File: config.mk
export PLATFORM = sky130hd
export DESIGN_NAME = recon_avm_initiator
export DESIGN_NICKNAME = d
export VERILOG_FILES = /design/src/rtl/recon_avm_pkg.sv /design/src/rtl/recon_avm_timeout.sv /design/src/rtl/recon_avm_initiator.sv
export SDC_FILE = /design/constraint.sdc
export NUM_CORES = 1
export LEC_CHECK = 0
export ABC_CLOCK_PERIOD_IN_PS = 3200
export CAP_MARGIN = 20
export CORE_UTILIZATION = 42
export CTS_CLUSTER_SIZE = 40
export DETAILED_ROUTE_END_ITERATION = 6
export PLACE_DENSITY = 0.79
export RECOVER_POWER = 100
export REMOVE_ABC_BUFFERS = 1
export SLEW_MARGIN = 20
export SYNTH_ARGS = -nofsm -noshare
export SYNTH_HDL_FRONTEND = slang
export SYNTH_SLANG_ARGS = --single-unit
File: constraint.sdc
create_clock -name clk -period 3.2 [get_ports clk]
set_clock_uncertainty 0.2 [all_clocks]
set_input_delay 0.48 -clock clk [delete_from_list [all_inputs] [get_ports clk]]
set_output_delay 0.48 -clock clk [all_outputs]
set_load 0.02 [all_outputs]
File: src/rtl/recon_avm_pkg.sv
// Shared definitions for the Avalon-MM initiator: FSM states and response codes.
package recon_avm_pkg;

  // Transfer sequencing states; one transfer is in flight at a time.
  typedef enum logic [1:0] {
    ST_IDLE    = 2'd0,
    ST_REQ     = 2'd1,
    ST_WAIT_RD = 2'd2,
    ST_RESP    = 2'd3
  } state_t;

  // Response status reported on rsp_error.
  typedef enum logic {
    RSP_OK      = 1'b0,
    RSP_TIMEOUT = 1'b1
  } rsp_err_t;

  localparam int unsigned TIMER_WIDTH = 16;

endpackage

File: src/rtl/recon_avm_timeout.sv
// Stall timer: counts cycles while a transfer is pending and flags expiry.
module recon_avm_timeout
  import recon_avm_pkg::*;
#(
  parameter int TIMEOUT_CYCLES = 255
) (
  input  logic clk,
  input  logic reset_n,
  input  logic i_clear,
  input  logic i_enable,
  output logic o_expired
);

  // Expiry fires in the cycle whose increment would bring the count to the
  // limit, so the strobe is held for exactly TIMEOUT_CYCLES cycles.
  localparam logic [TIMER_WIDTH-1:0] LP_LAST = TIMER_WIDTH'(TIMEOUT_CYCLES - 1);

  logic [TIMER_WIDTH-1:0] r_count;

  // Cycle counter, restarted when a new transfer is launched.
  always_ff @(posedge clk or negedge reset_n) begin
    if (!reset_n) begin
      r_count <= '0;
    end else if (i_clear) begin
      r_count <= '0;
    end else if (i_enable) begin
      r_count <= r_count + 1'b1;
    end
  end

  assign o_expired = i_enable && !i_clear && (r_count == LP_LAST);

endmodule

File: src/rtl/recon_avm_initiator.sv
// Single-outstanding Avalon-MM initiator bridging a cmd/rsp handshake interface.
module recon_avm_initiator
  import recon_avm_pkg::*;
#(
  parameter int ADDR_WIDTH     = 32,
  parameter int TIMEOUT_CYCLES = 255
) (
  input  logic                  clk,
  input  logic                  reset_n,
  input  logic                  cmd_valid,
  output logic                  cmd_ready,
  input  logic                  cmd_write,
  input  logic [ADDR_WIDTH-1:0] cmd_addr,
  input  logic [31:0]           cmd_wdata,
  input  logic [3:0]            cmd_byteenable,
  output logic                  rsp_valid,
  input  logic                  rsp_ready,
  output logic                  rsp_write,
  output logic [31:0]           rsp_rdata,
  output logic                  rsp_error,
  output logic [ADDR_WIDTH-1:0] avm_address,
  output logic                  avm_read,
  output logic                  avm_write,
  output logic [31:0]           avm_writedata,
  output logic [3:0]            avm_byteenable,
  input  logic [31:0]           avm_readdata,
  input  logic                  avm_waitrequest,
  input  logic                  avm_readdatavalid,
  output logic                  busy
);

  state_t                r_state;
  state_t                w_nextState;

  logic [ADDR_WIDTH-1:0] r_avmAddress;
  logic                  r_avmRead;
  logic                  r_avmWrite;
  logic [31:0]           r_avmWritedata;
  logic [3:0]            r_avmByteenable;
  logic                  r_rspWrite;
  logic [31:0]           r_rspRdata;
  rsp_err_t              r_rspError;

  logic [ADDR_WIDTH-1:0] w_avmAddress;
  logic                  w_avmRead;
  logic                  w_avmWrite;
  logic [31:0]           w_avmWritedata;
  logic [3:0]            w_avmByteenable;
  logic                  w_rspWrite;
  logic [31:0]           w_rspRdata;
  rsp_err_t              w_rspError;

  logic                  w_toClear;
  logic                  w_toEnable;
  logic                  w_expired;

  // Timer restarts on command acceptance and runs while the slave owes us something.
  assign w_toClear  = (r_state == ST_IDLE) && cmd_valid;
  assign w_toEnable = (r_state == ST_REQ) || (r_state == ST_WAIT_RD);

  recon_avm_timeout #(
    .TIMEOUT_CYCLES(TIMEOUT_CYCLES)
  ) u_timeout (
    .clk      (clk),
    .reset_n  (reset_n),
    .i_clear  (w_toClear),
    .i_enable (w_toEnable),
    .o_expired(w_expired)
  );

  // Next-state and next-register decode; a completed handshake wins over a
  // timeout that lands in the same cycle.
  always_comb begin
    w_nextState     = r_state;
    w_avmAddress    = r_avmAddress;
    w_avmRead       = r_avmRead;
    w_avmWrite      = r_avmWrite;
    w_avmWritedata  = r_avmWritedata;
    w_avmByteenable = r_avmByteenable;
    w_rspWrite      = r_rspWrite;
    w_rspRdata      = r_rspRdata;
    w_rspError      = r_rspError;
    unique case (r_state)
      ST_IDLE: begin
        if (cmd_valid) begin
          w_nextState     = ST_REQ;
          w_avmAddress    = cmd_addr;
          w_avmWritedata  = cmd_wdata;
          w_avmByteenable = cmd_byteenable;
          w_avmRead       = !cmd_write;
          w_avmWrite      = cmd_write;
        end
      end
      ST_REQ: begin
        if (!avm_waitrequest) begin
          w_avmRead  = 1'b0;
          w_avmWrite = 1'b0;
          if (r_avmWrite) begin
            w_nextState = ST_RESP;
            w_rspWrite  = 1'b1;
            w_rspRdata  = '0;
            w_rspError  = RSP_OK;
          end else if (avm_readdatavalid) begin
            w_nextState = ST_RESP;
            w_rspWrite  = 1'b0;
            w_rspRdata  = avm_readdata;
            w_rspError  = RSP_OK;
          end else begin
            w_nextState = ST_WAIT_RD;
          end
        end else if (w_expired) begin
          w_avmRead   = 1'b0;
          w_avmWrite  = 1'b0;
          w_nextState = ST_RESP;
          w_rspWrite  = r_avmWrite;
          w_rspRdata  = '0;
          w_rspError  = RSP_TIMEOUT;
        end
      end
      ST_WAIT_RD: begin
        if (avm_readdatavalid) begin
          w_nextState = ST_RESP;
          w_rspWrite  = 1'b0;
          w_rspRdata  = avm_readdata;
          w_rspError  = RSP_OK;
        end else if (w_expired) begin
          w_nextState = ST_RESP;
          w_rspWrite  = 1'b0;
          w_rspRdata  = '0;
          w_rspError  = RSP_TIMEOUT;
        end
      end
      ST_RESP: begin
        if (rsp_ready) begin
          w_nextState = ST_IDLE;
        end
      end
      default: begin
        w_nextState = ST_IDLE;
      end
    endcase
  end

  // State register; reset aborts any transfer in flight.
  always_ff @(posedge clk or negedge reset_n) begin
    if (!reset_n) begin
      r_state <= ST_IDLE;
    end else begin
      r_state <= w_nextState;
    end
  end

  // Avalon request and response holding registers.
  always_ff @(posedge clk or negedge reset_n) begin
    if (!reset_n) begin
      r_avmAddress    <= '0;
      r_avmRead       <= 1'b0;
      r_avmWrite      <= 1'b0;
      r_avmWritedata  <= '0;
      r_avmByteenable <= '0;
      r_rspWrite      <= 1'b0;
      r_rspRdata      <= '0;
      r_rspError      <= RSP_OK;
    end else begin
      r_avmAddress    <= w_avmAddress;
      r_avmRead       <= w_avmRead;
      r_avmWrite      <= w_avmWrite;
      r_avmWritedata  <= w_avmWritedata;
      r_avmByteenable <= w_avmByteenable;
      r_rspWrite      <= w_rspWrite;
      r_rspRdata      <= w_rspRdata;
      r_rspError      <= w_rspError;
    end
  end

  // cmd_ready also looks at reset_n so it reads 0 while reset is held.
  assign cmd_ready      = reset_n && (r_state == ST_IDLE);
  assign busy           = (r_state != ST_IDLE);
  assign rsp_valid      = (r_state == ST_RESP);
  assign rsp_write      = r_rspWrite;
  assign rsp_rdata      = r_rspRdata;
  assign rsp_error      = r_rspError;
  assign avm_address    = r_avmAddress;
  assign avm_read       = r_avmRead;
  assign avm_write      = r_avmWrite;
  assign avm_writedata  = r_avmWritedata;
  assign avm_byteenable = r_avmByteenable;

endmodule

**Yosys cells after proc, flatten, opt, wreduce, memory -nomap -nowiden**

Cells that the tools add are included.

- Register bits after elaboration: 122
- Input bits: 107
- Output and inout port bits: 107
- Logic and storage cells: 70

- Add/sub/neg operators: 1
- Equal/unequal tests: 9
- Muxes and demuxes: 33
- Reduce and logical (&&, ||, !) cells: 17

Operator list:

| operator | count |
|---|---|
| $mux 32 | 5 |
| $pmux 32 s2 | 1 |
| $mux 16 | 2 |
| $add 16x1->16 const B | 1 |
| $eq 16x8->1 const B | 1 |
| $mux 1 | 15 |
| $mux 2 | 5 |
| $pmux 1 s2 | 4 |
| $pmux 2 s4 | 1 |
| $reduce_bool 2->1 | 4 |
| $ne 3x2->1 const B | 2 |
| $reduce_and 2->1 | 3 |
| $eq 2x2->1 const B | 2 |
| $logic_and 1x1->1 | 4 |
| $ne 4x4->1 const B | 1 |
| $reduce_and 4->1 | 1 |
| $reduce_and 3->1 | 1 |
| $eq 2x1->1 const B | 1 |
| $logic_not 1->1 | 2 |
| $logic_not 2->1 | 1 |
| $ne 2x1->1 const B | 1 |
| $ne 2x2->1 const B | 1 |
| $logic_or 1x1->1 | 1 |

**Longest topological paths before layout**

Gate-level depths: netlist of run 1.

- Depth in word-level cells: 8
- Depth in mapped cells: 8
- Mapped depth without buffers: 7

**Hierarchy**

Synthesis of run 1 repeated with hierarchy kept, for this count alone.

- Cells, all modules: 357
- Area total of the unflattened synthesis: 5051.1 um^2

Modules (own cells, without submodules):

| module | times used | cells an instance | area an instance (um^2) | sequential area each (um^2) |
|---|---|---|---|---|
| recon_avm_initiator | 1 | 271 | 4210.3 | 2652.5 |
| recon_avm_timeout | 1 | 86 | 840.8 | 400.4 |

**Worst setup path after synthesis of run 1**

Ideal clock, no wire load.

- Kind: reg2reg
- From: reg r_state[0]
- To: reg r_rspRdata[10] (netlist: rsp_rdata[10])
- Library setup time: 121 ps
- Data arrival time: 1961 ps
- Required time: 2879 ps
- Slack: 918 ps
- Stages on the path, launching flop included: 9
- Path buffers: 2
- Period minus slack after synthesis: 2282 ps
- Cell sequence: dfrtp_1 inv_1 ha_1 buf_4 and4bb_1 nand4bb_1 o31a_1 buf_6 a22o_1

- Word-level cells in the longest chain between the ends: 8
- Elaborated cells between the ends (all ways): 15
- Classes of those cells: eq/ne (3); mux (4); reduce/logical (8)

RTL lines:

| item | RTL line | text |
|---|---|---|
| start, declared | recon_avm_initiator.sv:32 | `state_t r_state;` |
| start signal, assigned | recon_avm_initiator.sv:149 | `r_state <= w_nextState;` |
| $logic_not 2->1 | recon_avm_initiator.sv:58 | `assign w_toClear = (r_state == ST_IDLE) && cmd_valid;` |
| $logic_and 1x1->1 | recon_avm_initiator.sv:58 |  |
| $logic_not 1->1 | recon_avm_timeout.sv:31 | `assign o_expired = i_enable && !i_clear && (r_count == LP_LAST);` |
| $logic_and 1x1->1 (2 in a row) | recon_avm_timeout.sv:31 |  |
| $mux 32 | - |  |
| $mux 32, on equally long branches | - |  |
| $pmux 32 s2 | recon_avm_initiator.sv:83 | `unique case (r_state)` |
| end signal, assigned | recon_avm_initiator.sv:171 | `r_rspRdata <= w_rspRdata;` |
| end, declared | recon_avm_initiator.sv:41 | `logic [31:0] r_rspRdata;` |

Parallel ways exist; a longest one is shown, timed or not.
A chain may end at the register's enable or synchronous reset.

**Final worst setup path of run 1**

- From: reg r_state[0]
- To: out cmd_ready

- Word-level cells in the longest chain between the ends: 2

RTL lines:

| item | RTL line | text |
|---|---|---|
| $logic_not 2->1 | recon_avm_initiator.sv:177 | `assign cmd_ready = reset_n && (r_state == ST_IDLE);` |
| $logic_and 1x1->1 | recon_avm_initiator.sv:177 |  |
| end, declared | recon_avm_initiator.sv:11 | `output logic cmd_ready,` |

Every way passes these cells.

==> results.cfg, run 1 <==
[run_status]
status = finished, violations left
violations = capacitance limit, slew limit

[timing]
min_period_over_period = 0.874
fin_ws_ns = 0.404
fmax_ghz = 0.358
rsz0062_at_grt = no
setup_violations = 0
hold_viol_final = 0
finalCriticalPeriod_ns = 2.80
tightest_slew_ns = 1.71
slew_viol_final = 71
slew_headroom = -0.139
fin_setup_tns_ns = 0

[layout]
area_delta_synth_final_pct = 57.1
final_area_um2 = 7750
drive_gt1_frac = 0.0569
stdcell_count = 864
nNetsFinal = 823
n_antenna_cell = 0

[worst_hold_path]
hold_path.class = flip-flop to flip-flop
hold_depth = 2

[logic_synthesis]
ys_types = 39
synthArstFlopShare = 1.00
ys_ff_latch = 122
yosysSeqAreaShare = 0.619
synth_edf_count = 0
synth_top_family_by_area = simple AND/OR/NAND/NOR gates
synth_cells = 496
yosys_warnings = 0
synthMuxAreaShare = 0.00634
synth_compound_area_frac = 0.0883
synthAdderAreaFrac = 0.0178
synthesis.area_um2 = 4930
ys.flop_type = dfrtp_1
synth_simple_gate_area_frac = 0.213
synth_top_area_share = 0.619
synth_xor_xnor_area_share = 0.0231
netlist.top_cell.by_area = dfrtp_1
synth.area.top_cells = dfrtp_1, nand2_1, a22o_1
avgSynthCellArea_um2 = 9.94

[power_and_ir_drop]
ir_drop_uv = 535
finalPower_mw = 7.90
pwr-share-seq = 0.322
p_comb_frac = 0.443
swShare = 0.379
p_sw_mw = 2.99
internal-power_mw = 4.91
power.leakage_nw = 3.82
clkPwrFrac = 0.235
power_density_nw_per_um2 = 1020

[setup_path]
worst_setup_path_start_kind = flip-flop
cp-end-kind = primary output
worstSetupPathType = flip-flop to primary output
rr_worst_depth = 6
crit_required_ns = 2.52
cp_max_fo = 7
arrival_ns = 2.12

[detailed_routing]
drt-initial-drc-count = 251
drc = 0
drt_wl_total_mm = 13.3
via_count = 4335
postRouteAntennaNets = 0
drt-pass1-iter-count = 4
avgViaCountPerCell = 5.02
wl_per_cell_um = 15.4

[floorplan]
fp.dieH_um = 110
core_area_um2 = 11400
rows = 39
io_pins = 214
initial_utilization = 0.432
die-area_um2 = 12200
die_w_um = 110

[place]
dp_hpwl_mm = 9.12
dpl_cell_area_um2 = 7190
pre_cts_ws_ns = 0.104
place_inst = 833
place.gp.congestion = 0.795
numPortBuffers = 213

[clock_tree]
postCtsSetupBuffers = 0
htree_levels = 4
cts-root-buf = clkbuf_16
tritoncts = yes
cts_buffers = 17
cts_max_path_buffers = 2
cts.clk_slew.worst_paths_ns = 0.05
cts_resized = 0
insertion_delay_ns = 0.41
clock-sinks = 122
cts_hold_buf = 0

[global_routing]
grt_pass1_vias = 4392
grt_usage = 0.227
antenna_found_initial = 0
grt_overflow = 0
grt_start_max_net_pins = 85
grt_pass1_wl_mm = 20.8

[job]
drv_cap = 1
critical path, stage by stage (launching register included):
cell           delay [ns]
dfrtp_1              0.44
inv_1                0.13
ha_1                 0.31
and2_1               0.16
dlygate4sd3_1        0.66
placed cells by master (no fill, tap or decap), drive strengths merged, types with 4 or more instances in the layout:
cell / instances
ha: 7
a21oi: 5
nand4: 4
dlygate4sd3: 107
nor2: 22
nand2: 213
clkdlybuf4s50: 105
clkinv: 5
xor2: 10
clkbuf: 27
dfrtp: 122
o21ai: 5
inv: 12
a22o: 34
per-stage QoR:
stage | hold WS [ns] | util
2_1_floorplan | -0.0156 | -
3_3_place_gp | 0.256 | 0.629
3_5_place_dp | 0.261 | 0.629
4_1_cts | 0.0371 | 0.680
5_1_grt | 0.289 | 0.678
6_report | 0.264 | 0.678
Yosys cell counts, types with 2 or more instances:
| cell type | count |
|---|---|
| a21oi_1 | 5 |
| a22o_1 | 34 |
| a22oi_1 | 2 |
| and4_1 | 2 |
| buf_1 | 5 |
| buf_6 | 3 |
| clkbuf_1 | 15 |
| dfrtp_1 | 122 |
| ha_1 | 7 |
| inv_1 | 12 |
| mux2i_1 | 2 |
| nand2_1 | 213 |
| nand3_1 | 3 |
| nand4_1 | 4 |
| nor2_1 | 22 |
| nor3_1 | 3 |
| nor4_1 | 2 |
| o21a_1 | 2 |
| o21ai_0 | 5 |
| or2_2 | 2 |
| or3_1 | 2 |
| xnor2_1 | 3 |
| xor2_1 | 10 |
state kept, by name, indices dropped and copies added, names as in the netlist:
| name | flops |
|---|---|
| avm_byteenable | 4 |
| avm_read | 1 |
| avm_address | 32 |
| r_state | 2 |
| avm_write | 1 |
| rsp_write | 1 |
| u_timeout.r_count | 16 |
| rsp_error | 1 |
| rsp_rdata | 32 |
| avm_writedata | 32 |
final timing paths:
| check | from | end | slack (ns) |
|---|---|---|---|
| max in group asynchronous | reset_n | u_timeout.r_count[14] | 1.25 |
| min in group asynchronous | reset_n | avm_address[8] | 0.36 |
| max | r_state[0] | cmd_ready | 0.40 |
| min reg2reg | avm_writedata[24] | avm_writedata[24] | 0.26 |
| max reg2reg | r_state[0] | rsp_rdata[24] | 0.50 |
| min | avm_writedata[24] | avm_writedata[24] | 0.26 |
logic make-up (layout without fill, tap and decap cells):
| logic type | count (synthesis) | after routing |
|---|---|---|
| fa+ha+maj | 7 | 7 |
| buf+inv | 36 | 261 |
| simple gates | 260 | 260 |
| mux | 3 | 3 |
| compound gates | 55 | 55 |
| xor+xnor | 13 | 13 |
| flops | 122 | 122 |
metal layers:
metal / global-route usage / wire, um
met1: 0.249 / 5020
met2: 0.387 / 6960
met3: 0.0782 / 918
met4: 0.117 / 367
met5: 0 / 0
power groups by stage:
stage / sequential [mW] / combinational (mW) / clock (mW)
2_1_floorplan: 3.29 / 1.20 / 0
3_3_place_gp: 2.55 / 3.65 / 0
3_5_place_dp: 2.58 / 3.77 / 0
4_1_cts: 2.58 / 3.78 / 1.90
5_1_grt: 2.63 / 3.79 / 1.95
6_report: 2.55 / 3.50 / 1.86
cell type report:
cell class	instances	area, um^2
multi-input combinational	338	1730
inverter	12	45.0
clock buffer	23	488
tap	143	179
timing repair buffer	218	2160
fill	885	3670
sequential	122	3050
clock inverter	8	92.6
No activity file was read; power rests on OpenSTA's default activity.
==> run 2, diff against run 1 <==
- ABC_AREA: not set -> 1
- CORE_UTILIZATION: 42 -> 44
- CTS_CLUSTER_DIAMETER: not set -> 60
- CTS_CLUSTER_SIZE: 40 -> not set
- PLACE_DENSITY: 0.79 -> 0.8
==> results.cfg, run 2 <==
[run_status]
status = finished, violations left
violations = capacitance limit, slew limit

[floorplan]
die_w_um = 114
initial_utilization = 0.454
core_area_um2 = 12100
rows = 40
fp.dieH_um = 114
die-area_um2 = 12900
io_pins = 214

[clock_tree]
htree_levels = 4
postCtsSetupBuffers = 0
insertion_delay_ns = 0.40
clock-sinks = 122
cts.clk_slew.worst_paths_ns = 0.05
cts_max_path_buffers = 2
cts_buffers = 17
tritoncts = yes
cts_hold_buf = 0
cts-root-buf = clkbuf_16
cts_resized = 0

[logic_synthesis]
netlist.top_cell.by_area = dfrtp_1
yosysSeqAreaShare = 0.557
avgSynthCellArea_um2 = 8.72
ys_top_cells_by_count = nand2_1, dfrtp_1, nand3_1, nand3_2, inv_1
ys_ff_latch = 122
yosysMostFrequentCell = nand2_1
yosys_warnings = 0
synthesis.area_um2 = 5480
synth_cells = 628
ys_types = 28
ys.flop_type = dfrtp_1
synth_top_area_share = 0.557
synth_edf_count = 0
synthArstFlopShare = 1.00
synth.area.top_cells = dfrtp_1, nand2_1, nand3_2

[timing]
fin_setup_tns_ns = 0
fmax_ghz = 0.370
hold_ws_ns = 0.272
min_period_over_period = 0.845
setup_violations = 0
tightest_slew_ns = 1.74
rsz0062_at_grt = no
slew_headroom = -0.161
finalCriticalPeriod_ns = 2.70
slew_viol_final = 73
hold_viol_final = 0

[worst_hold_path]
hold_path.class = flip-flop to flip-flop
hold_depth = 2
min_from = avm_writedata[8]
holdPathEnd = avm_writedata[8]

[global_routing]
grt_use_met2 = 0.389
grt_pass1_vias = 4863
met1_usage = 0.283
grt_pass1_wl_mm = 23.5
antenna_found_initial = 0
busiest_layer = met2
grt_overflow = 0
grt_usage = 0.235
grt_start_max_net_pins = 80
grt.met3_usage = 0.0755

[power_and_ir_drop]
internal-power_mw = 4.69
clkPwrFrac = 0.219
swShare = 0.404
p_comb_frac = 0.450
power.leakage_nw = 4.06
p_sw_mw = 3.17
power_density_nw_per_um2 = 977
pwr-share-seq = 0.331
ir_drop_uv = 532

[detailed_routing]
drt-initial-drc-count = 259
drc = 0
via_count = 4946
avgViaCountPerCell = 4.86
postRouteAntennaNets = 0
wl_per_cell_um = 14.3
drt_wl_total_mm = 14.6
drt-pass1-iter-count = 4

[layout]
stdcell_count = 1017
drive_gt1_frac = 0.0542
final_util = 0.667
final_common_cell = nand2_1
final_area_um2 = 8050
nNetsFinal = 951
n_antenna_cell = 0
final_cell_mix = nand2_1, dfrtp_1, dlygate4sd3_1
area_delta_synth_final_pct = 46.9

[setup_path]
cp-end-kind = primary output
worst_setup_path_start_kind = flip-flop
crit_required_ns = 2.52
r2r-end = rsp_rdata[16]
arrival_ns = 2.02
cp_max_fo = 5
reg2reg_slack_ns = 0.56
worstSetupPathType = flip-flop to primary output
r2r-start = r_state[0]
rr_worst_depth = 9

[place]
place.gp.congestion = 0.892
dpl_cell_area_um2 = 7700
numPortBuffers = 213
dp_hpwl_mm = 10.2
place_inst = 986

[job]
drv_cap = 1
==> run 2: critical path, stage by stage (launching register included) <==
cell and delay, ns:
dfrtp_1 0.40, inv_1 0.15, ha_1 0.26, nand2_1 0.08, inv_1 0.05, dlygate4sd3_1 0.67
==> run 2: worst max path at each step <==
stage,start,slack [ns],depth (start not counted),endpoint
2_1_floorplan,r_state[0],-0.91,10,rsp_rdata[0]
3_3_place_gp,avm_waitrequest,0.78,6,rsp_rdata[0]
3_5_place_dp,cmd_valid,0.71,7,avm_write
4_1_cts,r_state[0],0.55,5,cmd_ready
5_1_grt,r_state[0],0.35,9,rsp_rdata[4]
6_report,r_state[0],0.50,5,cmd_ready
==> run 2: final cells by class <==
class	count	area, um^2
clock buffer	22	454
fill	967	4020
tap	168	210
inverter	32	120
sequential	122	3050
timing repair buffer	219	2170
clock inverter	9	75.1
multi-input combinational	445	1970
==> run 2: metrics by stage <==
step,total power [mW],setup slack (ns)
final,7.86,0.497
after floorplan,4.69,-0.906
after CTS,8.32,0.548
after global routing,8.38,0.353
after detailed placement,6.56,0.705
after global placement,6.42,0.775
==> run 2: power by group through the flow <==
stage / sequential [mW] / clock, mW / combinational (mW)
after floorplan: 3.33 / 0 / 1.36
after global placement: 2.63 / 0 / 3.79
after CTS: 2.66 / 1.75 / 3.92
after global routing: 2.68 / 1.83 / 3.88
after detailed placement: 2.67 / 0 / 3.89
final: 2.60 / 1.72 / 3.54
==> run 2: kinds of logic (layout without fill, tap and decap cells) <==
group | count (synthesis) | in the layout | synth area share
AOI/OAI and AO/OA | 28 | 28 | 0.0306
buffers and inverters | 61 | 282 | 0.0519
adders and majority gates | 7 | 7 | 0.0160
and+or+nand+nor | 410 | 410 | 0.344
DFF | 122 | 122 | 0.557
==> run 2: metal layers <==
layer  routed length, um  part of all wire  vias up
met5                   0                 0        -
met4                 308             0.021        0
met2                6970              0.48      197
li1                    -                 -     2406
met1                6130              0.42     2318
met3                1150             0.079       25
==> run 3, diff against run 2 <==
- ABC_CLOCK_PERIOD_IN_PS: 3200 -> 2200
- CORE_UTILIZATION: 44 -> 40
- PLACE_DENSITY: 0.8 -> 0.76
- clock period: 3.2 -> 2.2 ns (I/O delays scaled with it)
==> results.cfg, run 3 (synthesis results as in run 2) <==
[timing]
setup_violations = 0
rsz0062_at_grt = yes
fmax_ghz = 0.476
finalCriticalPeriod_ns = 2.10
hold_viol_final = 0
tightest_slew_ns = 1.12
min_period_over_period = 0.955
slew_headroom = 0.253
slew_viol_final = 0
hold_ws_ns = 0.242

[place]
numPortBuffers = 213
place.gp.congestion = 0.834
dp_hpwl_mm = 9.87

[power_and_ir_drop]
power_density_nw_per_um2 = 1400
internal-power_mw = 6.82
p_sw_mw = 4.71
clkPwrFrac = 0.213
ir_drop_uv = 813
power.leakage_nw = 4.12
finalPower_mw = 11.5
swShare = 0.409
pwr-share-seq = 0.328
p_comb_frac = 0.459

[detailed_routing]
avgViaCountPerCell = 4.79
drt-initial-drc-count = 329
wl_per_cell_um = 14.0
drt_wl_total_mm = 14.5
drc = 0
via_count = 4949
postRouteAntennaNets = 0
drt-pass1-iter-count = 4

[setup_path]
r2r-start = r_state[1]
rr_worst_depth = 10
arrival_ns = 1.57
worstSetupPathType = flip-flop to primary output
reg2reg_slack_ns = 0.12
cp-end-kind = primary output
cp_max_fo = 4
crit_required_ns = 1.67
cp_cell_sequence = inv_1 > ha_2 > inv_1 > dlygate4sd2_1
worst_setup_path_start_kind = flip-flop
r2r-end = u_timeout.r_count[12]
max_stage_delay_ns = 0.40
cp_slowest_cell = dfrtp_1
cp_common_cell = inv_1

[layout]
nNetsFinal = 960
multi_input_area_um2 = 2060
fillerInstances = 1155
regArea_um2 = 3050
final_cell_mix = nand2_1, dfrtp_1, dlygate4sd3_1, clkdlybuf4s50_1, nand3_1
drive_gt1_frac = 0.0862
n_antenna_cell = 0
final_util = 0.620
final_common_cell = nand2_1
area_delta_synth_final_pct = 50.4

[global_routing]
grt_overflow = 0
grt_start_max_net_pins = 123
grt_usage = 0.219
grt_pass1_vias = 4896
grt_pass1_wl_mm = 24.3
antenna_found_initial = 0

[floorplan]
io_pins = 214
die-area_um2 = 14200
fp.dieH_um = 119
die_w_um = 119
core_area_um2 = 13300
initial_utilization = 0.412
rows = 42

[clock_tree]
cts-root-buf = clkbuf_16
htree_levels = 4
clock-sinks = 122
postCtsSetupBuffers = 0
insertion_delay_ns = 0.41
cts_max_path_buffers = 2
cts_buffers = 17
tritoncts = yes
cts.clk_slew.worst_paths_ns = 0.06

[worst_hold_path]
hold_path.class = primary input to flip-flop
min_from = cmd_wdata[24]
hold_depth = 3
holdPathEnd = avm_writedata[24]

[run_status]
status = finished clean

[job]
drv_cap = 0
-- run 3: power by group through the flow --
| stage | registers (mW) | clock network (mW) | logic, mW |
|---|---|---|---|
| floorplan | 4.84 | 0 | 1.98 |
| global placement | 3.83 | 0 | 5.69 |
| detailed placement | 3.85 | 0 | 5.76 |
| CTS | 3.85 | 2.51 | 5.77 |
| global route | 3.92 | 2.62 | 5.83 |
| finish | 3.78 | 2.45 | 5.30 |
-- run 3: worst max-delay path: cells and delay by family (launching register included) --
family	cells	cell delay, ns
buf+inv	3	0.51
flops	1	0.40
fa+ha+maj	1	0.25
-- run 3: per-stage QoR --
stage	area, um^2	setup slack (ns)	setup TNS [ns]	instances
floorplan	5310	-1.91	-155.35	599
global placement	7830	0.106	0	1002
detailed placement	7830	0.0942	0	1002
CTS	8370	0.00678	0	1034
global route	8240	-0.0559	-0.110	1034
finish	8240	0.0981	0	1034
-- run 3: worst max-delay path by stage --
stage | startpoint | end | slack [ns] | depth (start not counted)
5_1_grt | r_state[0] | u_timeout.r_count[12] | -0.06 | 10
3_3_place_gp | avm_readdatavalid | rsp_rdata[27] | 0.11 | 7
4_1_cts | r_state[0] | cmd_ready | 0.007 | 5
3_5_place_dp | avm_readdatavalid | rsp_rdata[15] | 0.09 | 7
6_report | r_state[1] | busy | 0.1 | 4
2_1_floorplan | r_state[0] | rsp_rdata[0] | -1.91 | 10
-- run 3: timing repair --
item	CTS	global route
resized for setup	4	6
endpoints found under the setup margin	2	36
endpoints found under the hold margin	122	0
hold buffers	1	0
-- run 3: per-layer routing --
metal | global-route usage | vias to the layer above | share of wire
met4 | 0.0759 | 0 | 0.015
met1 | 0.281 | 2308 | 0.44
met2 | 0.343 | 193 | 0.46
met3 | 0.0747 | 15 | 0.086
li1 | - | 2433 | -
met5 | 0 | - | 0
-- run 3: area by class of cell --
cell class / count / share of cell area
clock inverters: 10 / 0.00881
repair buffers: 228 / 0.274
clock buffers: 21 / 0.0547
multi-input cells: 445 / 0.250
flip-flops and latches: 122 / 0.371
inverters: 32 / 0.0149
well taps: 176 / 0.0267
